<file path="config.mk">
export PLATFORM = sky130hd
export DESIGN_NAME = jtag_tap_ctrl
export DESIGN_NICKNAME = d
export VERILOG_FILES = /design/src/rtl/jtag_tap_pkg.sv /design/src/rtl/jtag_tap_fsm.sv /design/src/rtl/jtag_tap_ctrl.sv
export SDC_FILE = /design/constraint.sdc
export NUM_CORES = 1
export LEC_CHECK = 0
export ABC_AREA = 1
export CAP_MARGIN = 30
export CORE_ASPECT_RATIO = 0.7
export CORE_UTILIZATION = 30
export DETAILED_ROUTE_END_ITERATION = 12
export GPL_TIMING_DRIVEN = 0
export SLEW_MARGIN = 20
export SYNTH_ARGS = -nofsm -noshare
export SYNTH_HDL_FRONTEND = slang
export SYNTH_SLANG_ARGS = --single-unit
</file>
<file path="constraint.sdc">
create_clock -name clk_i -period 2.4 [get_ports clk_i]
set_clock_uncertainty 0.1 [all_clocks]
set_input_delay 0.48 -clock clk_i [delete_from_list [all_inputs] [get_ports clk_i]]
set_output_delay 0.48 -clock clk_i [all_outputs]
set_load 0.01 [all_outputs]
</file>
<file path="src/rtl/jtag_tap_pkg.sv">
// Shared definitions for the oversampled JTAG TAP controller.
//   tap_state_e      : the sixteen IEEE 1149.1 TAP controller states
//   tap_next_state() : TMS-driven state transition, applied on each TCK rise
//   *_DEFAULT        : default IDCODE value and instruction opcodes
package jtag_tap_pkg;

    typedef enum logic [3:0] {
        TAP_TLR       = 4'd0,
        TAP_RTI       = 4'd1,
        TAP_SEL_DR    = 4'd2,
        TAP_CAP_DR    = 4'd3,
        TAP_SHIFT_DR  = 4'd4,
        TAP_EXIT1_DR  = 4'd5,
        TAP_PAUSE_DR  = 4'd6,
        TAP_EXIT2_DR  = 4'd7,
        TAP_UPD_DR    = 4'd8,
        TAP_SEL_IR    = 4'd9,
        TAP_CAP_IR    = 4'd10,
        TAP_SHIFT_IR  = 4'd11,
        TAP_EXIT1_IR  = 4'd12,
        TAP_PAUSE_IR  = 4'd13,
        TAP_EXIT2_IR  = 4'd14,
        TAP_UPD_IR    = 4'd15
    } tap_state_e;

    localparam logic [31:0] IDCODE_DEFAULT    = 32'h0000_0001;
    localparam logic [4:0]  IR_IDCODE_DEFAULT = 5'h01;
    localparam logic [4:0]  IR_USER_DEFAULT   = 5'h10;

    function automatic tap_state_e tap_next_state(input tap_state_e s, input logic tms);
        tap_state_e n;
        case (s)
            TAP_TLR:      n = tms ? TAP_TLR      : TAP_RTI;
            TAP_RTI:      n = tms ? TAP_SEL_DR   : TAP_RTI;
            TAP_SEL_DR:   n = tms ? TAP_SEL_IR   : TAP_CAP_DR;
            TAP_CAP_DR:   n = tms ? TAP_EXIT1_DR : TAP_SHIFT_DR;
            TAP_SHIFT_DR: n = tms ? TAP_EXIT1_DR : TAP_SHIFT_DR;
            TAP_EXIT1_DR: n = tms ? TAP_UPD_DR   : TAP_PAUSE_DR;
            TAP_PAUSE_DR: n = tms ? TAP_EXIT2_DR : TAP_PAUSE_DR;
            TAP_EXIT2_DR: n = tms ? TAP_UPD_DR   : TAP_SHIFT_DR;
            TAP_UPD_DR:   n = tms ? TAP_SEL_DR   : TAP_RTI;
            TAP_SEL_IR:   n = tms ? TAP_TLR      : TAP_CAP_IR;
            TAP_CAP_IR:   n = tms ? TAP_EXIT1_IR : TAP_SHIFT_IR;
            TAP_SHIFT_IR: n = tms ? TAP_EXIT1_IR : TAP_SHIFT_IR;
            TAP_EXIT1_IR: n = tms ? TAP_UPD_IR   : TAP_PAUSE_IR;
            TAP_PAUSE_IR: n = tms ? TAP_EXIT2_IR : TAP_PAUSE_IR;
            TAP_EXIT2_IR: n = tms ? TAP_UPD_IR   : TAP_SHIFT_IR;
            TAP_UPD_IR:   n = tms ? TAP_SEL_DR   : TAP_RTI;
            default:      n = TAP_TLR;
        endcase
        return n;
    endfunction

endpackage

</file>
<file path="src/rtl/jtag_tap_fsm.sv">
// TCK edge detector and TAP state register.
// TCK is treated as data oversampled by clk_i; a rise or fall is flagged for
// the single clk_i cycle in which the new TCK level is first seen.
// Ports:
//   clk_i, rst_i   : system clock, synchronous active-high reset
//   i_trst         : TAP reset request (forces Test-Logic-Reset)
//   i_tck, i_tms   : sampled JTAG pins
//   o_state        : current TAP state (also serves as debug view)
//   o_state_next   : state the TAP will hold after this clk_i cycle
//   o_rise, o_fall : one-cycle TCK edge strobes (mutually exclusive)
module jtag_tap_fsm
    import jtag_tap_pkg::*;
(
    input  logic       clk_i,
    input  logic       rst_i,
    input  logic       i_trst,
    input  logic       i_tck,
    input  logic       i_tms,
    output tap_state_e o_state,
    output tap_state_e o_state_next,
    output logic       o_rise,
    output logic       o_fall
);

    logic       r_tck_q;
    tap_state_e r_state;
    tap_state_e w_state_next;

    assign o_rise = i_tck & ~r_tck_q;
    assign o_fall = ~i_tck & r_tck_q;

    always_ff @(posedge clk_i) begin
        if (rst_i || i_trst) begin
            r_tck_q <= 1'b0;
            r_state <= TAP_TLR;
        end else begin
            r_tck_q <= i_tck;
            r_state <= w_state_next;
        end
    end

    always_comb begin
        w_state_next = r_state;
        if (o_rise) begin
            w_state_next = tap_next_state(r_state, i_tms);
        end
    end

    assign o_state      = r_state;
    assign o_state_next = w_state_next;

endmodule

</file>
<file path="src/rtl/jtag_tap_ctrl.sv">
// Oversampled IEEE 1149.1 TAP controller with IDCODE, BYPASS and one USER
// data register. All JTAG pins live in the clk_i domain; every output is a
// register updated one clk_i cycle after the TCK edge that causes it.
// Ports:
//   clk_i, rst_i                     : system clock, synchronous active-high reset
//   jtag_tck_i/tms_i/tdi_i/trst_ni   : JTAG pins (TCK sampled as data)
//   jtag_tdo_o, jtag_tdo_oe_o        : TDO and its valid (Shift-IR/Shift-DR)
//   ir_o                             : current instruction
//   dr_capture_i                     : USER value loaded in Capture-DR
//   dr_update_o, dr_update_data_o    : USER update strobe and held data
// Build option:
//   JTAG_TAP_TRST_EN : when defined, jtag_trst_ni low resets the TAP (all
//                      but dr_update_data_o); otherwise jtag_trst_ni is ignored.
module jtag_tap_ctrl
    import jtag_tap_pkg::*;
#(
    parameter int unsigned        IrWidth     = 5,
    parameter int unsigned        DrWidth     = 32,
    parameter logic [31:0]        IdcodeValue = IDCODE_DEFAULT,
    parameter logic [IrWidth-1:0] IrIdcode    = IrWidth'(IR_IDCODE_DEFAULT),
    parameter logic [IrWidth-1:0] IrUser      = IrWidth'(IR_USER_DEFAULT)
)(
    input  logic               clk_i,
    input  logic               rst_i,
    input  logic               jtag_tck_i,
    input  logic               jtag_tms_i,
    input  logic               jtag_tdi_i,
    input  logic               jtag_trst_ni,
    output logic               jtag_tdo_o,
    output logic               jtag_tdo_oe_o,
    output logic [IrWidth-1:0] ir_o,
    input  logic [DrWidth-1:0] dr_capture_i,
    output logic               dr_update_o,
    output logic [DrWidth-1:0] dr_update_data_o
);

    logic               w_trst;
    tap_state_e         w_state;
    tap_state_e         w_state_next;
    logic               w_rise;
    logic               w_fall;
    logic               w_sel_idcode;
    logic               w_sel_user;
    logic               w_dr_lsb;

    logic [IrWidth-1:0] r_ir_sr;
    logic [IrWidth-1:0] r_ir;
    logic [31:0]        r_idcode_sr;
    logic               r_bypass;
    logic [DrWidth-1:0] r_usr_sr;
    logic               r_tdo;
    logic               r_tdo_oe;
    logic               r_dr_update;
    logic [DrWidth-1:0] r_dr_update_data;

`ifdef JTAG_TAP_TRST_EN
    assign w_trst = ~jtag_trst_ni;
`else
    logic w_unused_trst;
    assign w_unused_trst = jtag_trst_ni;
    assign w_trst        = 1'b0;
`endif

    jtag_tap_fsm u_fsm (
        .clk_i        (clk_i),
        .rst_i        (rst_i),
        .i_trst       (w_trst),
        .i_tck        (jtag_tck_i),
        .i_tms        (jtag_tms_i),
        .o_state      (w_state),
        .o_state_next (w_state_next),
        .o_rise       (w_rise),
        .o_fall       (w_fall)
    );

    // Any opcode other than IDCODE or USER selects the 1-bit bypass register.
    assign w_sel_idcode = (r_ir == IrIdcode);
    assign w_sel_user   = (r_ir == IrUser) && !w_sel_idcode;
    assign w_dr_lsb     = w_sel_idcode ? r_idcode_sr[0] :
                          w_sel_user   ? r_usr_sr[0]    : r_bypass;

    always_ff @(posedge clk_i) begin
        if (rst_i) begin
            r_ir_sr          <= '0;
            r_ir             <= IrIdcode;
            r_idcode_sr      <= '0;
            r_bypass         <= 1'b0;
            r_usr_sr         <= '0;
            r_tdo            <= 1'b0;
            r_tdo_oe         <= 1'b0;
            r_dr_update      <= 1'b0;
            r_dr_update_data <= '0;
        end else if (w_trst) begin
            // TAP reset leaves the last delivered USER value in place.
            r_ir_sr     <= '0;
            r_ir        <= IrIdcode;
            r_idcode_sr <= '0;
            r_bypass    <= 1'b0;
            r_usr_sr    <= '0;
            r_tdo       <= 1'b0;
            r_tdo_oe    <= 1'b0;
            r_dr_update <= 1'b0;
        end else begin
            r_dr_update <= 1'b0;
            if (w_rise) begin
                // Actions belong to the state being left on this rise.
                case (w_state)
                    TAP_CAP_IR:   r_ir_sr <= IrWidth'(2'b01);
                    TAP_SHIFT_IR: r_ir_sr <= {jtag_tdi_i, r_ir_sr[IrWidth-1:1]};
                    TAP_UPD_IR:   r_ir    <= r_ir_sr;
                    TAP_CAP_DR: begin
                        if (w_sel_idcode)    r_idcode_sr <= IdcodeValue;
                        else if (w_sel_user) r_usr_sr    <= dr_capture_i;
                        else                 r_bypass    <= 1'b0;
                    end
                    TAP_SHIFT_DR: begin
                        if (w_sel_idcode)
                            r_idcode_sr <= {jtag_tdi_i, r_idcode_sr[31:1]};
                        else if (w_sel_user)
                            // Written as shift/OR so DrWidth == 1 stays legal.
                            r_usr_sr <= (DrWidth'(jtag_tdi_i) << (DrWidth - 1)) | (r_usr_sr >> 1);
                        else
                            r_bypass <= jtag_tdi_i;
                    end
                    TAP_UPD_DR: begin
                        if (w_sel_user) begin
                            r_dr_update_data <= r_usr_sr;
                            r_dr_update      <= 1'b1;
                        end
                    end
                    default: ;
                endcase
                if (w_state_next == TAP_TLR) begin
                    r_ir <= IrIdcode;
                end
            end
            if (w_fall) begin
                if (w_state == TAP_SHIFT_IR) begin
                    r_tdo    <= r_ir_sr[0];
                    r_tdo_oe <= 1'b1;
                end else if (w_state == TAP_SHIFT_DR) begin
                    r_tdo    <= w_dr_lsb;
                    r_tdo_oe <= 1'b1;
                end else begin
                    r_tdo_oe <= 1'b0;
                end
            end
        end
    end

    assign jtag_tdo_o       = r_tdo;
    assign jtag_tdo_oe_o    = r_tdo_oe;
    assign ir_o             = r_ir;
    assign dr_update_o      = r_dr_update;
    assign dr_update_data_o = r_dr_update_data;

endmodule

</file>
# Yosys cells after proc, flatten, opt, wreduce, memory -nomap -nowiden
# Cells that the tools add are included.
[word_totals]
in_bits = 38
word_cells = 99
ff_bits = 115
[classes]
n_bitwise = 7
muxes = 37
n_reduce_logical = 19
n_eq_ne = 25
[op_table]
columns = ["op", "n"]
rows = [
  ["$mux 32", 6],
  ["$pmux 32 s2", 2],
  ["$pmux 4 s12", 1],
  ["$eq 4x4->1 const B", 8],
  ["$or 32x31->32", 1],
  ["$mux 4", 5],
  ["$eq 4x3->1 const B", 4],
  ["$ne 2x2->1 const B", 8],
  ["$mux 1", 14],
  ["$reduce_and 6->1", 2],
  ["$mux 5", 2],
  ["$pmux 5 s2", 1],
  ["$eq 4x2->1 const B", 2],
  ["$logic_not 4->1", 2],
  ["$reduce_bool 2->1", 4],
  ["$mux 2", 3],
  ["$mux 3", 2],
  ["$reduce_and 2->1", 3],
  ["$reduce_or 3->1", 2],
  ["$eq 5x1->1 const B", 1],
  ["$eq 5x5->1 const B", 1],
  ["$eq 4x1->1 const B", 1],
  ["$not 1->1", 4],
  ["$reduce_and 4->1", 1],
  ["6 further kinds", 8],
]

# Logic depth before layout (Yosys ltp)
# Gate-level depths: netlist of the first run.
[depth]
depth_word = 7
ltp_mapped = 15

# Cells and area by module
# From an unflattened synthesis of the first run, not the netlist that was laid out.
[unflattened]
cells_unflattened = 688
area_unflattened_um2 = 5004.8
[modules_own_cells]
columns = ["module", "seq_area_each_um2", "cells_per_inst", "area_each_um2", "instances"]
rows = [
  ["jtag_tap_ctrl", 2202.1, 608, 4538.1, 1],
  ["jtag_tap_fsm", 100.1, 80, 466.7, 1],
]

# Least setup slack after synthesis of the first run
# Ideal clock, no wire load.
[synth_path]
kind = "input to register"
startpoint = "input port jtag_tms_i"
endpoint = "register r_ir[0] (netlist: ir_o[0])"
arrival_time_ps = 1556
setup_slack_ps = 616
cell_stages = 14
cell_sequence = "buf_2 inv_1 nand3_1 nor2_1 nor2_1 nand2_1 nand2_1 nand2_1 nor2_1 nand2_2 nand2_4 nand2_1 nand2_1 nand3_1"
[synth_via]
elab_chain_len = 6
word_cells_on_any_way = 18
cone_classes = "15 x mux; 3 x reduce/logical"
[synth_rtl]
columns = ["item", "line_no", "text"]
rows = [
  ["start: declaration", "jtag_tap_ctrl.sv:26", "input logic jtag_tms_i,"],
  ["$mux 2, or another cell as far along", "-", ""],
  ["$pmux 4 s12 *", "jtag_tap_pkg.sv:32", "case (s)"],
  ["$mux 4 *", "jtag_tap_fsm.sv:44", "if (o_rise) begin"],
  ["$logic_not 4->1 *", "jtag_tap_ctrl.sv:133", "if (w_state_next == TAP_TLR) begin"],
  ["$reduce_bool 2->1 (no source line)", "-", ""],
  ["$reduce_and 2->1 (no source line)", "-", ""],
  ["end signal: assignment", "jtag_tap_ctrl.sv:85", "r_ir <= IrIdcode;"],
  ["end signal: assignment", "jtag_tap_ctrl.sv:110", "TAP_UPD_IR: r_ir <= r_ir_sr;"],
  ["end signal: assignment", "jtag_tap_ctrl.sv:134", "r_ir <= IrIdcode;"],
  ["end: declaration", "jtag_tap_ctrl.sv:47", "logic [IrWidth-1:0] r_ir;"],
]
# Every way passes the cells marked *; elsewhere a longest branch is shown, timed or not.
# A chain may end at the register's enable or synchronous reset.

# Worst setup path after layout of the first run
[layout_path]
startpoint = "input port jtag_tck_i"
endpoint = "register r_ir[3] (netlist: ir_o[3])"
[layout_via]
elab_chain_len = 5
word_cells_on_any_way = 6
cone_classes = "2 x mux; 1 x bitwise; 3 x reduce/logical"
[layout_rtl]
columns = ["item", "line_no", "text"]
rows = [
  ["start: declaration", "jtag_tap_ctrl.sv:25", "input logic jtag_tck_i,"],
  ["$and 1x1->1 *", "jtag_tap_fsm.sv:29", "assign o_rise = i_tck & ~r_tck_q;"],
  ["$mux 4", "jtag_tap_fsm.sv:44", ""],
  ["$logic_not 4->1", "jtag_tap_ctrl.sv:133", ""],
  ["$reduce_bool 2->1 (no source line)", "-", ""],
  ["$reduce_and 2->1 (no source line)", "-", ""],
]
# Marks and branches as above.

==> impl_metrics.tcl, run 1 <==
set metrics [dict create \
    cp.arrival_ns 2.37 \
    place.detailed.hpwl_um 8920 \
    first_pass_iters 5 \
    finalPower_uw 4810 \
    area_delta_synth_final_pct 33.8 \
    multiInputGateArea_um2 2100 \
    die_w_um 153 \
    yosys_warnings 0 \
    grt_max_degree 17 \
    grt_overflow 0 \
    rsz0062_at_grt "no" \
    cts_made_buffers 17 \
    io_pins 78 \
    io_buffers 75 \
    fillers 1601 \
    cts_setup_buffers 0 \
    fin_crit_sh 0.903 \
    grt_usage 0.159 \
    cp-start-kind "input port" \
    num_rows 38 \
    end_kind "flop" \
    cts_tree "done" \
    power_density_nw_per_um2 747 \
    vias_per_cell 4.81 \
    antenna_found_initial 1 \
    initial_core_util 0.309 \
    netlist_area_um2 4820 \
    status "finished clean" \
    max_freq_mhz 461 \
    diodes 0 \
    fin_util 0.413 \
    setup_tns_ns 0 \
    clk_pin_slew_ns 0.06 \
    fp.coreArea_um2 15600 \
    cts_num_sinks 115 \
    power.ir.vdd_worst_v 0.000436 \
    h-tree-depth 4 \
    crit_type "input port to flop" \
    wire_per_inst_um 13.6 \
    insertion_delay_ns 0.41 \
    finalHoldViolCount 0 \
    die_y_um 108 \
    postSynthNetCount 672 \
    drc_errors 0 \
    wl_um 12800 \
    vias 4525 \
    grt_first_pass_wirelength_um 20700 \
    slew_headroom 0.633 \
    regArea_um2 2300 \
    ys_ff_latch 115 \
    final_max_slew_viol_count 0 \
    gp_congestion 0.863 \
    maxCapViolCount 0 \
    cts_root_buf "clkbuf_16" \
    grt_pass1_vias 4037 \
    finalSetupViolCount 0 \
    worstMarginPinSlew_ns 0.550 \
    ys_seq_area_frac 0.478 \
    drtIter0Drc 327 \
    period_needed_ns 2.17 \
    path_max_fanout 10 \
    die-area_um2 16600 \
    required_ns 2.61 \
    leakage_uw 0.00253 \
    cts_max_path_buffers 2 \
    synth.distinct_cells 32 \
    syn_inst 634 \
    postRouteAntennaNets 0 \
    hold_path_class "flop to flop" \
    layout-drive-gt1-share 0.0877 \
    synth.avg_cell_area_um2 7.60 \
    nets 766 \
]
==> layout make-up <==
class	instances	area share
buffer	43	0.0311
clock buffer	21	0.0730
clock inverter	11	0.0233
inverter	58	0.0338
multi-input combinational	418	0.326
sequential	115	0.357
tap	200	0.0388
timing repair buffer	75	0.116
==> power breakdown <==
part / internal [µW] / switching (µW) / leakage, µW
registers: 1920 / 8.50 / 0.000927
logic: 111 / 133 / 0.00131
clock network: 1720 / 920 / 0.000300
total: 3750 / 1060 / 0.00253
==> logic make-up (layout without fill, tap and decap cells) <==
family                 count (synthesis)  count (layout)  synth area share
flip-flops                           115             115             0.478
AO/OA/AOI/OAI                        225             225             0.265
AND/OR/NAND/NOR                      193             193             0.171
buffers and inverters                101             208            0.0868
==> worst paths after layout <==
check | startpoint | end | slack (ns) | cells after the start
max reg2reg | u_fsm.o_state[0] | r_idcode_sr[16] | 0.28 | 13
min reg2reg | r_usr_sr[16] | dr_update_data_o[16] | 0.36 | 2
min | r_usr_sr[16] | dr_update_data_o[16] | 0.36 | 2
max | jtag_tck_i | ir_o[3] | 0.23 | 13
==> synthesized netlist by cell type <==
library cell	n	area [µm²]
a211oi_1	1	7.51
a211oi_2	2	25.0
a21oi_1	76	380
a221oi_1	1	8.76
a31oi_1	35	219
buf_1	6	22.5
buf_2	11	55.1
buf_6	3	33.8
clkbuf_1	21	78.8
clkbuf_2	2	10.0
clkinv_1	2	7.51
dfxtp_1	115	2300
inv_1	52	195
inv_2	4	15.0
nand2_1	111	417
nand2_2	5	31.3
nand2_4	1	11.3
nand3_1	14	70.1
nand3_2	1	10.0
nand4_1	2	12.5
nor2_1	52	195
nor2_4	3	33.8
nor2_8	1	20.0
nor3_1	1	5.00
nor3_2	1	10.0
nor4_1	1	6.26
o211a_1	2	20.0
o211ai_1	2	15.0
o21a_1	26	195
o21ai_0	78	390
o21ai_1	1	5.00
o221ai_1	1	8.76
==> state kept, by name, indices dropped and copies added, names as in the netlist, 4 cells and up <==
register / count
dr_update_data_o: 32
r_idcode_sr: 32
r_usr_sr: 32
ir_o: 5
r_ir_sr: 5
u_fsm.o_state: 4
==> metrics by stage <==
stage	hold slack (ns)	instance area [µm²]	setup WS, ns	cells
floorplan	0.334	4820	0.616	634
global placement	0.346	5820	-0.174	909
detailed placement	0.353	5820	-0.240	909
CTS	0.360	6440	0.127	941
global route	0.375	6440	0.0447	941
finish	0.357	6440	0.232	941
==> timing repair <==
item,CTS,global route
setup endpoints to repair,0,16
gates resized for setup,0,1
hold buffers,0,0
==> metal layers <==
| layer | up-vias | share of wire | global-route usage |
|---|---|---|---|
| li1 | 2328 | - | - |
| met1 | 2070 | 0.54 | 0.241 |
| met2 | 115 | 0.39 | 0.212 |
| met3 | 10 | 0.056 | 0.0405 |
| met4 | 2 | 0.0076 | 0.0579 |
| met5 | - | 0.00094 | 0 |
==> cells in the final DEF, fill, tap and decap left out, types with 3 or more instances in the layout <==
| master | n |
|---|---|
| o21a_1 | 26 |
| buf_6 | 3 |
| a21oi_1 | 76 |
| o21ai_0 | 78 |
| nand2_1 | 111 |
| a31oi_1 | 35 |
| inv_2 | 4 |
| nor2_4 | 3 |
| nand3_1 | 14 |
| clkdlybuf4s50_1 | 75 |
| buf_1 | 6 |
| clkbuf_16 | 17 |
| dfxtp_1 | 115 |
| inv_1 | 52 |
| nand2_2 | 5 |
| bufinv_16 | 3 |
| clkbuf_1 | 22 |
| nor2_1 | 52 |
| clkbuf_8 | 3 |
| buf_2 | 11 |
==> critical path: stages <==
cell and delay [ns]:
clkdlybuf4s50_1 0.45, nand2_2 0.20, clkinv_1 0.27, nand2_1 0.14, inv_1 0.04, nand2_1 0.08
nand3_1 0.07, nor2_1 0.16, nand2_2 0.13, nand2_4 0.14, nand3_1 0.09, nand2_1 0.09
nor2_1 0.04
(Power assumes the default switching activity.)
==> inputs of run 2 (changes only) <==
--- a/config.mk
+++ b/config.mk
@@ -7,10 +7,11 @@
 export LEC_CHECK = 0
 export ABC_AREA = 1
 export CAP_MARGIN = 30
-export CORE_ASPECT_RATIO = 0.7
+export CORE_ASPECT_RATIO = 1.5
 export CORE_UTILIZATION = 30
 export DETAILED_ROUTE_END_ITERATION = 12
 export GPL_TIMING_DRIVEN = 0
+export RECOVER_POWER = 50
 export SLEW_MARGIN = 20
 export SYNTH_ARGS = -nofsm -noshare
 export SYNTH_HDL_FRONTEND = slang
==> impl_metrics.tcl, run 2 (same netlist as run 1, synthesis figures left out) <==
set metrics [dict create \
    fin_crit_sh 0.906 \
    die-area_um2 16600 \
    max_freq_mhz 460 \
    worst_slack_ns 0.225 \
    wl_um 12500 \
    area_delta_synth_final_pct 33.2 \
    fillers 1625 \
    finalPower_uw 4670 \
    wire_per_inst_um 13.3 \
    period_needed_ns 2.18 \
    max_stage_delay_ns 0.54 \
    vias 4544 \
    cts_made_buffers 17 \
    grt_pass1_vias 4531 \
    power.ir.vdd_worst_v 0.000419 \
    drc_errors 0 \
    first_pass_iters 4 \
    path_buf_inv 2 \
    antenna_found_initial 0 \
    cpMaxStageDelayCell "nor3_2" \
    crit_type "input port to flop" \
    num_rows 56 \
    setup_tns_ns 0 \
    cts_num_sinks 115 \
    grt_usage 0.161 \
    insertion_delay_ns 0.41 \
    reg2reg_to "dr_update_data_o[20]" \
    worstPathCellList "clkdlybuf4s50_1, nand2_2, nor3_2, clkbuf_1, o21ai_0, a21oi_1" \
    cts_max_path_buffers 2 \
    layout-drive-gt1-share 0.0891 \
    slew_headroom 0.614 \
    io_buffers 75 \
    reg2reg_slack_ns 0.24 \
    vias_per_cell 4.81 \
    final_max_slew_viol_count 0 \
    worstMarginPinSlew_ns 0.576 \
    diodes 0 \
    end_kind "flop" \
    io_pins 78 \
    cts-hold-fix-buffers 0 \
    finalHoldViolCount 0 \
    drtIter0Drc 173 \
    cts_root_buf "clkbuf_16" \
    cts_tree "done" \
    status "finished clean" \
    rsz0062_at_grt "yes" \
    h-tree-depth 4 \
    r2r-start "u_fsm.o_state[0]" \
    pre_cts_ws_ns -0.222 \
    finalSetupViolCount 0 \
    fp.coreArea_um2 15700 \
    grt_max_degree 17 \
    grt_overflow 0 \
    cp-start-kind "input port" \
    path_max_fanout 10 \
    power_density_nw_per_um2 728 \
    min_from "r_usr_sr[29]" \
    initial_core_util 0.307 \
    hold_path_class "flop to flop" \
    clk_pin_slew_ns 0.06 \
    postRouteAntennaNets 0 \
    die_y_um 157 \
    die_w_um 105 \
    grt_first_pass_wirelength_um 21200 \
    maxCapViolCount 0 \
    r2r_cells 7 \
    layout_common_cells "dfxtp_1, nand2_1, o21ai_0, a21oi_1" \
    final_common_cell "dfxtp_1" \
    gp_congestion 0.836 \
    leakage_uw 0.00264 \
    hold_depth 2 \
    required_ns 2.64 \
    fin_cells 944 \
    crit_family "buffers and inverters" \
    worst_hold_path.endpoint "dr_update_data_o[29]" \
    dpl.cell_count 912 \
    nets 766 \
    place.detailed.hpwl_um 9030 \
    cp.arrival_ns 2.42 \
    cts_setup_buffers 0 \
    cts_resized 0 \
]
[run 2: cell count changes in the layout (fill, tap and decap cells not counted), moves of 2 or more]
cell	delta
clkdlybuf4s50_1	-40
dlygate4sd3_1	+40
buf_1	-2
clkbuf_8	-2
clkinv_4	+2
[run 2: report_power, final]
part / total [µW] / switching, µW / internal (µW) / leakage, µW
Clock: 2500 / 936 / 1570 / 0.000283
Sequential: 1930 / 9.85 / 1920 / 0.000927
Combinational: 237 / 129 / 108 / 0.00143
[run 2: layer usage]
metal	GRT usage	vias up	wire, µm
li1	-	2322	-
met1	0.171	2139	5340
met2	0.305	75	6640
met3	0.0443	8	442
met4	0.0516	0	110
met5	0	-	0
[run 2: cell type report]
| type | instances | area, µm² | share of cell area |
|---|---|---|---|
| timing repair buffer | 75 | 751 | 0.117 |
| sequential | 115 | 2300 | 0.359 |
| clock inverter | 14 | 154 | 0.0240 |
| clock buffer | 18 | 439 | 0.0685 |
| buffer | 43 | 200 | 0.0312 |
| tap | 203 | 254 | 0.0396 |
| multi-input combinational | 418 | 2100 | 0.327 |
| inverter | 58 | 218 | 0.0339 |
[run 2: through the flow]
step	hold slack (ns)	utilization	instance area [µm²]
floorplan	0.334	-	4820
global placement	0.347	0.371	5820
detailed placement	0.353	0.371	5820
CTS	0.361	0.409	6410
global route	0.373	0.409	6410
finish	0.356	0.409	6410
[run 2: worst register-to-register path: cells and delay by family, from the launching register on]
| kind | cells | cell delay (ns) |
|---|---|---|
| compound gates | 2 | 0.29 |
| buf+inv | 2 | 0.60 |
| flops | 1 | 0.29 |
| simple gates | 3 | 0.83 |
[run 2: worst max path at each step]
| stage | startpoint | end | slack [ns] | cells after the start |
|---|---|---|---|---|
| 2_1_floorplan | jtag_tms_i | ir_o[0] | 0.62 | 14 |
| 3_3_place_gp | jtag_tck_i | dr_update_data_o[21] | -0.16 | 6 |
| 3_5_place_dp | jtag_tck_i | dr_update_data_o[20] | -0.22 | 6 |
| 4_1_cts | ir_o[2] | dr_update_data_o[21] | 0.21 | 6 |
| 5_1_grt | u_fsm.o_state[0] | dr_update_data_o[20] | -0.009 | 7 |
| 6_report | jtag_tck_i | dr_update_data_o[20] | 0.22 | 6 |
